<file path="config.mk">
export PLATFORM = sky130hd
export DESIGN_NAME = mem_arbiter_flat
export DESIGN_NICKNAME = d
export VERILOG_FILES = /design/src/rtl/mem_arbiter_if.sv /design/src/rtl/mem_arbiter.sv /design/src/flat_wrapper.sv
export SDC_FILE = /design/constraint.sdc
export NUM_CORES = 1
export LEC_CHECK = 0
export ABC_CLOCK_PERIOD_IN_PS = 1800
export BUFFER_PORTS_ARGS = -buffer_cell sky130_fd_sc_hd__buf_2
export CELL_PAD_IN_SITES_DETAIL_PLACEMENT = 1
export CELL_PAD_IN_SITES_GLOBAL_PLACEMENT = 1
export CORE_UTILIZATION = 31
export DETAILED_ROUTE_END_ITERATION = 10
export PLACE_DENSITY_LB_ADDON = 0.1
export SLEW_MARGIN = 20
export SYNTH_ARGS = -nofsm -noshare
export SYNTH_HDL_FRONTEND = slang
export SYNTH_SLANG_ARGS = --single-unit
</file>
<file path="constraint.sdc">
create_clock -name clock -period 1.8 [get_ports clock]
set_input_delay 0.36 -clock clock [delete_from_list [all_inputs] [get_ports clock]]
set_output_delay 0.36 -clock clock [all_outputs]
set_load 0.03 [all_outputs]
</file>
<file path="src/rtl/mem_arbiter_if.sv">
// CPU / debug-loader request ports and single-port memory bus
// shared by the memory arbiter and whatever sits around it.
interface mem_arbiter_if;
    logic       cpu_req;
    logic       cpu_we;
    logic [7:0] cpu_adrs;
    logic [7:0] cpu_wdata;
    logic       cpu_gnt;
    logic       cpu_rvalid;
    logic [7:0] cpu_rdata;

    logic       dbg_req;
    logic       dbg_we;
    logic [7:0] dbg_adrs;
    logic [7:0] dbg_wdata;
    logic       dbg_gnt;
    logic       dbg_rvalid;
    logic [7:0] dbg_rdata;

    logic [7:0] mem_adrs;
    logic [7:0] mem_data;
    logic       mem_wr_en;
    logic [7:0] mem_q;
    logic [1:0] owner;

    modport slave (
        input  cpu_req, cpu_we, cpu_adrs, cpu_wdata,
        output cpu_gnt, cpu_rvalid, cpu_rdata,
        input  dbg_req, dbg_we, dbg_adrs, dbg_wdata,
        output dbg_gnt, dbg_rvalid, dbg_rdata,
        output mem_adrs, mem_data, mem_wr_en,
        input  mem_q,
        output owner
    );

    modport master (
        output cpu_req, cpu_we, cpu_adrs, cpu_wdata,
        input  cpu_gnt, cpu_rvalid, cpu_rdata,
        output dbg_req, dbg_we, dbg_adrs, dbg_wdata,
        input  dbg_gnt, dbg_rvalid, dbg_rdata,
        input  mem_adrs, mem_data, mem_wr_en,
        output mem_q,
        input  owner
    );
endinterface

</file>
<file path="src/rtl/mem_arbiter.sv">
// Two-requester (CPU / debug loader) arbiter for a single-port
// synchronous memory with a bounded CPU burst while debug waits.
module mem_arbiter #(
    parameter int unsigned MAX_BURST = 4
) (
    input  logic          clock,
    input  logic          reset,
    mem_arbiter_if.slave  bus
);

    typedef enum logic [1:0] {
        IDLE    = 2'b00,
        CPU_ACC = 2'b01,
        DBG_ACC = 2'b10
    } state_t;

    localparam logic [3:0] BURST_MAX = 4'(MAX_BURST);

    state_t     state;
    state_t     state_nx;
    logic [3:0] burst;
    logic [3:0] burst_nx;
    logic       cpu_elig;
    logic       dbg_elig;

    logic [7:0] adrs_q;
    logic [7:0] data_q;
    logic       wr_en_q;
    logic       cpu_rv_q;
    logic       dbg_rv_q;
    logic [7:0] cpu_rd_q;
    logic [7:0] dbg_rd_q;
    logic [7:0] cpu_rd;
    logic [7:0] dbg_rd;

    // A requester sitting in its grant cycle is not eligible again.
    always_comb begin
        cpu_elig = bus.cpu_req && (state != CPU_ACC);
        dbg_elig = bus.dbg_req && (state != DBG_ACC);
        state_nx = IDLE;
        unique case (1'b1)
            cpu_elig && dbg_elig:
                state_nx = (burst == BURST_MAX) ? DBG_ACC : CPU_ACC;
            cpu_elig && !dbg_elig:
                state_nx = CPU_ACC;
            !cpu_elig && dbg_elig:
                state_nx = DBG_ACC;
            default:
                state_nx = IDLE;
        endcase
    end

    always_comb begin
        burst_nx = burst;
        if (!bus.dbg_req || state_nx == DBG_ACC) begin
            burst_nx = '0;
        end else if (state_nx == CPU_ACC && burst != BURST_MAX) begin
            burst_nx = burst + 4'd1;
        end
    end

    // Read data is passed straight from memory in the rvalid cycle.
    always_comb begin
        cpu_rd = cpu_rv_q ? bus.mem_q : cpu_rd_q;
        dbg_rd = dbg_rv_q ? bus.mem_q : dbg_rd_q;
    end

    always_ff @(posedge clock) begin
        if (reset) begin
            state    <= IDLE;
            burst    <= '0;
            adrs_q   <= '0;
            data_q   <= '0;
            wr_en_q  <= 1'b0;
            cpu_rv_q <= 1'b0;
            dbg_rv_q <= 1'b0;
            cpu_rd_q <= '0;
            dbg_rd_q <= '0;
        end else begin
            state    <= state_nx;
            burst    <= burst_nx;
            wr_en_q  <= 1'b0;
            unique case (state_nx)
                CPU_ACC: begin
                    adrs_q  <= bus.cpu_adrs;
                    data_q  <= bus.cpu_wdata;
                    wr_en_q <= bus.cpu_we;
                end
                DBG_ACC: begin
                    adrs_q  <= bus.dbg_adrs;
                    data_q  <= bus.dbg_wdata;
                    wr_en_q <= bus.dbg_we;
                end
                default: begin
                end
            endcase
            cpu_rv_q <= (state == CPU_ACC) && !wr_en_q;
            dbg_rv_q <= (state == DBG_ACC) && !wr_en_q;
            cpu_rd_q <= cpu_rd;
            dbg_rd_q <= dbg_rd;
        end
    end

    assign bus.cpu_gnt    = (state == CPU_ACC);
    assign bus.dbg_gnt    = (state == DBG_ACC);
    assign bus.owner      = state;
    assign bus.mem_adrs   = adrs_q;
    assign bus.mem_data   = data_q;
    assign bus.mem_wr_en  = wr_en_q;
    assign bus.cpu_rvalid = cpu_rv_q;
    assign bus.dbg_rvalid = dbg_rv_q;
    assign bus.cpu_rdata  = cpu_rd;
    assign bus.dbg_rdata  = dbg_rd;

endmodule

</file>
<file path="src/flat_wrapper.sv">
// flat-port wrapper written by rule: the top's interface ports become plain ports
module mem_arbiter_flat 
#(
    parameter int unsigned MAX_BURST = 4
)
  (clock, reset, bus_cpu_req, bus_cpu_we, bus_cpu_adrs, bus_cpu_wdata, bus_cpu_gnt, bus_cpu_rvalid, bus_cpu_rdata, bus_dbg_req, bus_dbg_we, bus_dbg_adrs, bus_dbg_wdata, bus_dbg_gnt, bus_dbg_rvalid, bus_dbg_rdata, bus_mem_adrs, bus_mem_data, bus_mem_wr_en, bus_mem_q, bus_owner);
  mem_arbiter_if bus_i ();
  input  logic clock;
  input  logic reset;
  input wire logic [$bits(bus_i.cpu_req)-1:0] bus_cpu_req;
  input wire logic [$bits(bus_i.cpu_we)-1:0] bus_cpu_we;
  input wire logic [$bits(bus_i.cpu_adrs)-1:0] bus_cpu_adrs;
  input wire logic [$bits(bus_i.cpu_wdata)-1:0] bus_cpu_wdata;
  output wire logic [$bits(bus_i.cpu_gnt)-1:0] bus_cpu_gnt;
  output wire logic [$bits(bus_i.cpu_rvalid)-1:0] bus_cpu_rvalid;
  output wire logic [$bits(bus_i.cpu_rdata)-1:0] bus_cpu_rdata;
  input wire logic [$bits(bus_i.dbg_req)-1:0] bus_dbg_req;
  input wire logic [$bits(bus_i.dbg_we)-1:0] bus_dbg_we;
  input wire logic [$bits(bus_i.dbg_adrs)-1:0] bus_dbg_adrs;
  input wire logic [$bits(bus_i.dbg_wdata)-1:0] bus_dbg_wdata;
  output wire logic [$bits(bus_i.dbg_gnt)-1:0] bus_dbg_gnt;
  output wire logic [$bits(bus_i.dbg_rvalid)-1:0] bus_dbg_rvalid;
  output wire logic [$bits(bus_i.dbg_rdata)-1:0] bus_dbg_rdata;
  output wire logic [$bits(bus_i.mem_adrs)-1:0] bus_mem_adrs;
  output wire logic [$bits(bus_i.mem_data)-1:0] bus_mem_data;
  output wire logic [$bits(bus_i.mem_wr_en)-1:0] bus_mem_wr_en;
  input wire logic [$bits(bus_i.mem_q)-1:0] bus_mem_q;
  output wire logic [$bits(bus_i.owner)-1:0] bus_owner;
  assign bus_i.cpu_req = bus_cpu_req;
  assign bus_i.cpu_we = bus_cpu_we;
  assign bus_i.cpu_adrs = bus_cpu_adrs;
  assign bus_i.cpu_wdata = bus_cpu_wdata;
  assign bus_cpu_gnt = bus_i.cpu_gnt;
  assign bus_cpu_rvalid = bus_i.cpu_rvalid;
  assign bus_cpu_rdata = bus_i.cpu_rdata;
  assign bus_i.dbg_req = bus_dbg_req;
  assign bus_i.dbg_we = bus_dbg_we;
  assign bus_i.dbg_adrs = bus_dbg_adrs;
  assign bus_i.dbg_wdata = bus_dbg_wdata;
  assign bus_dbg_gnt = bus_i.dbg_gnt;
  assign bus_dbg_rvalid = bus_i.dbg_rvalid;
  assign bus_dbg_rdata = bus_i.dbg_rdata;
  assign bus_mem_adrs = bus_i.mem_adrs;
  assign bus_mem_data = bus_i.mem_data;
  assign bus_mem_wr_en = bus_i.mem_wr_en;
  assign bus_i.mem_q = bus_mem_q;
  assign bus_owner = bus_i.owner;
  mem_arbiter #(.MAX_BURST(MAX_BURST)) u_core (.clock(clock), .reset(reset), .bus(bus_i));
endmodule
</file>
# Word-level counts from Yosys, hierarchy flattened
# Index checks and enable logic that the tools add are counted.
op_classes:
  muxes: 7
  n_addsub: 1
  n_bitwise: 0
  n_div: 0
  shift: 0
  n_mul: 0
  n_lt_le_gt_ge: 0
  reduce_logical: 15
  n_eq_ne: 8
ops:
  columns: ["op", "count"]
  rows:
  - ["8-bit case mux with 2 select lines", 2]
  - ["8-bit 2-to-1 mux", 2]
  - ["1-bit logical AND", 8]
  - ["2-bit case mux with 3 select lines", 1]
  - ["4-bit by 1-bit adder with 4-bit output, second input constant", 1]
  - ["2-bit by 1-bit equality test with 1-bit output, second input constant", 2]
  - ["2-bit equality test, second input constant", 2]
  - ["4-bit by 3-bit equality test with 1-bit output, second input constant", 1]
  - ["1-bit zero test", 4]
  - ["4-bit by 3-bit != test with 1-bit output, second input constant", 1]
  - ["2-bit 2-to-1 mux", 1]
  - ["2-bit by 1-bit != test with 1-bit output, second input constant", 1]
  - ["2-bit != test, second input constant", 1]
  - ["1-bit case mux with 2 select lines", 1]
  - ["2-bit nonzero test", 1]
  - ["2-bit OR reduction", 1]
  - ["1-bit logical OR", 1]
word_totals:
  latch_bits: 0
  input_bits: 46
  ff_bits: 41
  ramBits: 0
  rom_bits: 0
  word_cells: 40
  n_memories: 0
  output_inout_bits: 39

# Longest topological paths before layout
# Gate-level depths: netlist of the first run.
depth:
  ltp_word: 8
  mapped_depth: 7
  depth_no_buf: 6

# Worst setup path before layout of the first run
# No wires, ideal clock.
synth_timing:
  path_kind: "register to register"
  startpoint: "register u_core.state[0] (netlist: u_core.bus.owner[0])"
  endpoint: "register u_core.adrs_q[5] (netlist: u_core.bus.mem_adrs[5])"
  period_less_slack_ns: 1.819
  setup_ns: 0.117
  arrival_ns: 1.702
  required_time_ns: 1.683
  path_buffers: 2
  path_slack_ns: -0.019
  path_stages_with_launch: 8
  path_cell_list: "dfxtp_1 -> nand2b_1 -> buf_6 -> inv_4 -> and2_4 -> clkbuf_2 -> or3_1 -> a32o_1"
synth_between:
  elab_chain_cells: 7
  elab_cells_between_ends: 14
  cone_classes: "4 x eq/ne; 2 x mux; 8 x reduce/logical"
synth_rtl:
  columns: ["element", "line", "rtl"]
  rows:
  - ["from (decl)", "mem_arbiter.sv:19", "state_t state;"]
  - ["from (signal assigned)", "mem_arbiter.sv:80", "state <= state_nx;"]
  - ["2-bit by 1-bit != test with 1-bit output / 2-bit != test (equally long branches)", "mem_arbiter.sv:38, mem_arbiter.sv:39", null]
  - ["1-bit logical AND (on tied branches)", "mem_arbiter.sv:38, mem_arbiter.sv:39", null]
  - ["1-bit zero test (on tied branches)", "mem_arbiter.sv:46, mem_arbiter.sv:44", null]
  - ["1-bit logical AND (on tied branches)", "mem_arbiter.sv:46, mem_arbiter.sv:44", null]
  - ["2-bit case mux with 3 select lines (*)", "mem_arbiter.sv:41", "unique case (1'b1)"]
  - ["2-bit equality test / 2-bit by 1-bit equality test with 1-bit output (equally long branches)", "mem_arbiter.sv:83", "unique case (state_nx)"]
  - ["8-bit case mux with 2 select lines / 2-bit nonzero test (equally long branches)", null, null]
  - ["to (signal assigned)", "mem_arbiter.sv:85", "adrs_q <= bus.cpu_adrs;"]
  - ["to (signal assigned)", "mem_arbiter.sv:90", "adrs_q <= bus.dbg_adrs;"]
  - ["to (decl)", "mem_arbiter.sv:26", "logic [7:0] adrs_q;"]
# Mark *: on every way between the ends. The rest lies on a longest branch, timed or not.
# A chain may end at the register's enable or synchronous reset.

# Worst setup path in the final report of the first run
layout_timing:
  startpoint: "register u_core.burst[1]"
  endpoint: "register u_core.data_q[1] (netlist: u_core.bus.mem_data[1])"
layout_between:
  elab_chain_cells: 5
  elab_cells_between_ends: 7
  cone_classes: "3 x eq/ne; 3 x mux; 1 x reduce/logical"
layout_rtl:
  columns: ["element", "line", "rtl"]
  rows:
  - ["from (decl)", "mem_arbiter.sv:21", "logic [3:0] burst;"]
  - ["from (signal assigned)", "mem_arbiter.sv:81", "burst <= burst_nx;"]
  - ["4-bit by 3-bit equality test with 1-bit output (*)", "mem_arbiter.sv:43", "state_nx = (burst == BURST_MAX) ? DBG_ACC : CPU_ACC;"]
  - ["2-bit 2-to-1 mux (*)", "mem_arbiter.sv:43", null]
  - ["2-bit case mux with 3 select lines (*)", "mem_arbiter.sv:41", null]
  - ["2-bit equality test / 2-bit by 1-bit equality test with 1-bit output (equally long branches)", "mem_arbiter.sv:83", null]
  - ["8-bit case mux with 2 select lines / 2-bit nonzero test (equally long branches)", null, null]
  - ["to (signal assigned)", "mem_arbiter.sv:86", "data_q <= bus.cpu_wdata;"]
  - ["to (signal assigned)", "mem_arbiter.sv:91", "data_q <= bus.dbg_wdata;"]
  - ["to (decl)", "mem_arbiter.sv:27", "logic [7:0] data_q;"]
# Marked as above.

==> results.json, run 1 <==
{
  "synthFlopType": "dfxtp_1",
  "cts_made_buffers": 5,
  "critPathLaunchType": "register",
  "antenna_left": 0,
  "synth_top_area_cell": "dfxtp_1",
  "hold_violations": 0,
  "async_flop_share_pct": 0,
  "crit_buf_inv": 1,
  "die_h_um": 80.4,
  "grt_overflow": 0,
  "r2r_slack_ns": 0.1,
  "synth_top_area_share_pct": 43.1,
  "syn_nets": 236,
  "dieArea_um2": 6460,
  "synth.distinct_cells": 39,
  "insertion_delay_ns": 0.29,
  "port_buffers": 84,
  "whs_path_depth": 2,
  "r2r_start": "u_core.burst[1]$_SDFFE_PP0P_",
  "core_um2": 5920,
  "critical_path_class": "register to register",
  "syn_area_um2": 1900,
  "dr_total_vias": 1754,
  "grt_max_degree": 21,
  "max_cap_viol_count": 0,
  "yosysMostFrequentCell": "dfxtp_1",
  "fmax_ghz": 0.587,
  "irDropWorstVdd_v": 0.000548,
  "ioPinCount": 85,
  "setup_violations": 0,
  "setup_slack_ns": 0.0956,
  "cts_tree": "yes",
  "drive_gt1_share_pct": 47.7,
  "pre_cts_ws_ns": -0.0402,
  "cts.sinks": 41,
  "yosysSeqAreaShare_pct": 43.1,
  "slowest_delay_ns": 0.36,
  "grtUsageTotal_pct": 17.5,
  "globalplace.congestion": 0.760,
  "die_w_um": 80.4,
  "worstRegToRegCells": 6,
  "synthCells": 188,
  "drc": 0,
  "drt-vias-per-instance": 4.98,
  "syn_to_final_growth_pct": 35.5,
  "p_leak_nw": 1.20,
  "period_minus_slack_ns": 1.70,
  "cp_top_family": "simple AND/OR/NAND/NOR gates",
  "clockRootBuffer": "clkbuf_8",
  "postCtsSetupBuffers": 0,
  "nets": 325,
  "yosys-top-cells-count": "41 x dfxtp_1, 16 x and2_1, 16 x mux2_2, 16 x nand3b_1, 16 x or3_1",
  "grt_pass1_vias": 1805,
  "ys_ff_latch": 41,
  "drtIter0Drc": 55,
  "power_w": 0.00216,
  "row_count": 28,
  "fin_worst_skew_ns": 0.00785,
  "worstReg2RegEnd": "u_core.bus.mem_data[1]$_SDFFE_PP0P_",
  "yosysWarnings": 0,
  "critPathCaptureType": "register",
  "tightest_slew_ns": 0.645,
  "clk_pin_slew_ns": 0.08,
  "status": "finished, final reports clean",
  "grt_pass1_wl_mm": 8.60,
  "htreeDepth": 2,
  "hp-start": "bus_dbg_we",
  "hpwl_mm": 4.01,
  "max-slew-margin-rel_pct": 56.9,
  "insertedDiodeCount": 0,
  "required_ns": 1.98,
  "dr.pass1.iters": 5,
  "start_util_pct": 32.2,
  "cp_max_fo": 8,
  "worstPathArrival_ns": 1.89,
  "synthTopCellsByArea": "dfxtp_1 43%, mux2_2 9.5%, a32o_1 7.9%, nand3b_1 6.3%, and2_1 5.3%",
  "fin_crit_sh_pct": 94.7,
  "hp-class": "input port to register",
  "crit_chain": "inv_1, ha_4, nand4b_4, o211a_4, or3_1, a32o_1",
  "avgSynthCellArea_um2": 10.1,
  "antenna_found_initial": 0,
  "synth-edff-count": 0,
  "p_per_area_nw_per_um2": 835,
  "routedWlPerCell_um": 15.6,
  "crit_slowest_cell": "or3_1",
  "grt_setup_unrepaired": "no",
  "drv_slew": 0,
  "fillCellCount": 722,
  "cts_buffer_depth": 2,
  "routed_wl_mm": 5.49,
  "min_to": "u_core.bus.mem_wr_en$_SDFF_PP0_"
}
==> per-layer routing <==
metal  part of all wire [%]  up-vias  routed length, µm  global-route usage (%)
met5                      0        -                  0                       0
met4                   0.71        0                 39                    5.36
met3                    5.3        6                292                    4.89
met2                     53       55               2890                    32.8
met1                     41      830               2270                    18.8
li1                       -      863                  -                       -
==> worst max-delay path by stage <==
stage / start / endpoint / slack (ns) / cells after the start
3_3_place_gp: bus_dbg_req / u_core.bus.mem_adrs[7]$_SDFFE_PP0P_ / 0.001 / 4
3_5_place_dp: bus_dbg_req / u_core.bus.mem_adrs[7]$_SDFFE_PP0P_ / -0.04 / 4
6_report: u_core.burst[1]$_SDFFE_PP0P_ / u_core.bus.mem_data[1]$_SDFFE_PP0P_ / 0.1 / 6
4_1_cts: u_core.burst[0]$_SDFFE_PP0P_ / u_core.bus.mem_data[1]$_SDFFE_PP0P_ / 0.06 / 6
5_1_grt: u_core.burst[0]$_SDFFE_PP0P_ / u_core.bus.mem_data[1]$_SDFFE_PP0P_ / 0.01 / 6
2_1_floorplan: u_core.bus.owner[0]$_SDFF_PP0_ / u_core.bus.mem_adrs[5]$_SDFFE_PP0P_ / 0.10 / 7
==> registers in the layout, summed over array words and instances (netlist names) <==
signal / count
u_core.cpu_rd_q: 8
u_core.burst: 4
u_core.bus.mem_wr_en: 1
u_core.dbg_rd_q: 8
u_core.bus.mem_adrs: 8
u_core.bus.mem_data: 8
u_core.bus.cpu_rvalid: 1
u_core.bus.owner: 2
u_core.bus.dbg_rvalid: 1
==> repair_timing <==
item	CTS	global route
hold buffers	0	0
gates resized for setup	2	5
hold endpoints to repair	0	0
pin swaps	0	0
setup endpoints to repair	10	15
cloned	0	1
==> kinds of logic after synthesis <==
group / after synthesis / share of synthesized area (%)
AOI/OAI and AO/OA: 32 / 14.3
adders and majority gates: 3 / 1.91
buffers and inverters: 23 / 5.85
DFF: 41 / 43.1
muxes: 17 / 9.99
and+or+nand+nor: 72 / 24.8
==> report_power, final <==
group	leakage [nW]	switching [W]	internal, W
Combinational	0.813	0.000273	0.000183
Sequential	0.337	0.0000268	0.000959
Clock	0.0540	0.000311	0.000403
==> through the flow <==
step / instance area, µm² / util (%) / std cells / hold WS, ns / setup TNS [ns]
after floorplan: 1910 / - / 188 / 0.425 / 0
after global placement: 2430 / 41.1 / 344 / 0.443 / 0
after detailed placement: 2430 / 41.1 / 344 / 0.441 / -0.369
after CTS: 2550 / 43.0 / 351 / 0.254 / 0
after global routing: 2580 / 43.6 / 352 / 0.247 / 0
final: 2580 / 43.6 / 352 / 0.263 / 0
==> final cells by class <==
cell class | instances | area [µm²] | share of cell area [%]
clock inverters | 2 | 35.0 | 1.36
clock buffers | 5 | 68.8 | 2.67
inverters | 7 | 28.8 | 1.12
well taps | 75 | 93.8 | 3.64
flip-flops and latches | 41 | 823 | 31.9
repair buffers | 97 | 518 | 20.1
multi-input cells | 125 | 1010 | 39.2
==> placed cells by master (no fill, tap or decap), drive strengths merged, types with 4 or more instances in the layout <==
master and count:
a21oi 5, a32o 15, and2 17, buf 97, clkbuf 5, dfxtp 41
inv 7, mux2 16, nand2 6, nand3b 16, nor2 4, nor3 4
or3 16
Note: power is estimated with default switching activity, not from simulation.
==> run 2, diff against run 1 <==
BUFFER_PORTS_ARGS = -buffer_cell sky130_fd_sc_hd__buf_4   (was -buffer_cell sky130_fd_sc_hd__buf_2)
==> run 2 against run 1 <==
Clock-buffer cell count did not move. Critical path type unchanged. Critical path depth did not move. Setup slack improved by 0.016 ns.
==> results.json, run 2 (synthesized netlist as in run 1, its figures left out) <==
{
  "dr_total_vias": 1755,
  "routed_wl_mm": 5.50,
  "dieArea_um2": 6460,
  "critical_path_class": "register to register",
  "critPathLaunchType": "register",
  "grt_setup_unrepaired": "no",
  "status": "finished, final reports clean",
  "r2r_start": "u_core.burst[1]$_SDFFE_PP0P_",
  "drtIter0Drc": 27,
  "tightest_slew_ns": 0.674,
  "ioPinCount": 85,
  "fin_worst_skew_ns": 0.00359,
  "setup_slack_ns": 0.111,
  "drv_slew": 0,
  "cts_tree": "yes",
  "grt_max_degree": 21,
  "fin_hold_ws_ns": 0.260,
  "pre_cts_ws_ns": 0.00453,
  "hp-class": "input port to register",
  "drive_gt1_share_pct": 47.5,
  "mostFrequentLayoutCell": "buf_4",
  "htreeDepth": 2,
  "port_buffers": 84,
  "globalplace.congestion": 0.733,
  "cts_made_buffers": 5,
  "irDropWorstVdd_v": 0.000392,
  "die_h_um": 80.4,
  "fin_util_pct": 46.6,
  "required_ns": 1.99,
  "start_util_pct": 32.2,
  "tns_ns": 0,
  "dp.cells": 345,
  "setup_violations": 0,
  "critPathCaptureType": "register",
  "drc": 0,
  "fin_cells": 353,
  "insertion_delay_ns": 0.30,
  "hpwl_mm": 4.04,
  "fmax_ghz": 0.592,
  "period_minus_slack_ns": 1.69,
  "fillCellCount": 708,
  "syn_to_final_growth_pct": 44.9,
  "clockRootBuffer": "clkbuf_8",
  "p_per_area_nw_per_um2": 772,
  "postCtsSetupBuffers": 0,
  "antenna_left": 0,
  "worstSetupStartpoint": "u_core.burst[1]$_SDFFE_PP0P_",
  "p_leak_nw": 1.24,
  "cts.sinks": 41,
  "routedWlPerCell_um": 15.6,
  "grt_pass1_vias": 1705,
  "die_w_um": 80.4,
  "fin_crit_sh_pct": 93.8,
  "worstPathArrival_ns": 1.88,
  "insertedDiodeCount": 0,
  "antenna_found_initial": 0,
  "max-slew-margin-rel_pct": 54.9,
  "core_um2": 5920,
  "cts_buffer_depth": 2,
  "grt_overflow": 0,
  "dr.pass1.iters": 4,
  "crit_end": "u_core.bus.mem_adrs[6]$_SDFFE_PP0P_",
  "grtUsageTotal_pct": 17.5,
  "worstRegToRegCells": 6,
  "row_count": 28,
  "clk_pin_slew_ns": 0.09,
  "nets": 325,
  "r2r_slack_ns": 0.11,
  "cp_max_fo": 15,
  "grt_pass1_wl_mm": 8.48,
  "max_cap_viol_count": 0,
  "mostFrequentLayoutCells": "98 x buf_4, 39 x dfxtp_1",
  "hold_violations": 0,
  "worstReg2RegEnd": "u_core.bus.mem_adrs[6]$_SDFFE_PP0P_",
  "drt-vias-per-instance": 4.97
}
## run 2: final cells by class
class                   count  area (µm²)  share of cell area, %
multi-input cells         124         988                   35.8
flip-flops and latches     41         823                   29.8
repair buffers             98         736                   26.7
inverters                   7        28.8                   1.04
clock inverters             3        21.3                  0.771
well taps                  75        93.8                   3.40
clock buffers               5        68.8                   2.49
## run 2: metrics by stage
stage	power, W	instance area [µm²]
after floorplan	0.00130	1910
after global placement	0.00152	2650
after detailed placement	0.00152	2650
after CTS	0.00215	2740
after global routing	0.00224	2760
final	0.00213	2760
## run 2: worst max-delay path: stages, from the launching register on
cell	delay, ns
dfxtp_1	0.32
inv_1	0.07
ha_2	0.22
nand4b_4	0.14
o211a_4	0.23
or3_1	0.36
a32o_1	0.25
## run 2: what timing repair did
item	in CTS	in global routing
setup endpoints to repair	8	15
hold buffers	0	0
gates resized for setup	1	3
## run 2: worst min-delay path by stage
stage,startpoint,endpoint,slack (ns),depth (start not counted)
after CTS,bus_dbg_we,u_core.bus.mem_wr_en$_SDFF_PP0_,0.25,2
after global routing,bus_dbg_we,u_core.bus.mem_wr_en$_SDFF_PP0_,0.25,2
after floorplan,reset,u_core.bus.owner[0]$_SDFF_PP0_,0.42,1
final,bus_dbg_we,u_core.bus.mem_wr_en$_SDFF_PP0_,0.26,2
after global placement,u_core.bus.mem_wr_en$_SDFF_PP0_,u_core.bus.dbg_rvalid$_SDFF_PP0_,0.44,1
after detailed placement,u_core.bus.mem_wr_en$_SDFF_PP0_,u_core.bus.cpu_rvalid$_SDFF_PP0_,0.45,1
## run 2: where the power goes
part | internal, W | leakage, nW | total (W) | switching, W
sequential | 0.000959 | 0.337 | 0.000985 | 0.0000265
combinational | 0.000240 | 0.855 | 0.000513 | 0.000273
clock | 0.000276 | 0.0445 | 0.000631 | 0.000356
total | 0.00147 | 1.24 | 0.00213 | 0.000655
## run 2: metal layers
| layer | part of all wire (%) | up-vias | routed length [µm] | GRT usage, % |
|---|---|---|---|---|
| met5 | 0 | - | 0 | 0 |
| met4 | 1.2 | 0 | 65 | 5.89 |
| met3 | 5.7 | 7 | 311 | 4.20 |
| met2 | 48 | 58 | 2640 | 30.1 |
| met1 | 45 | 828 | 2480 | 21.2 |
| li1 | - | 862 | - | - |
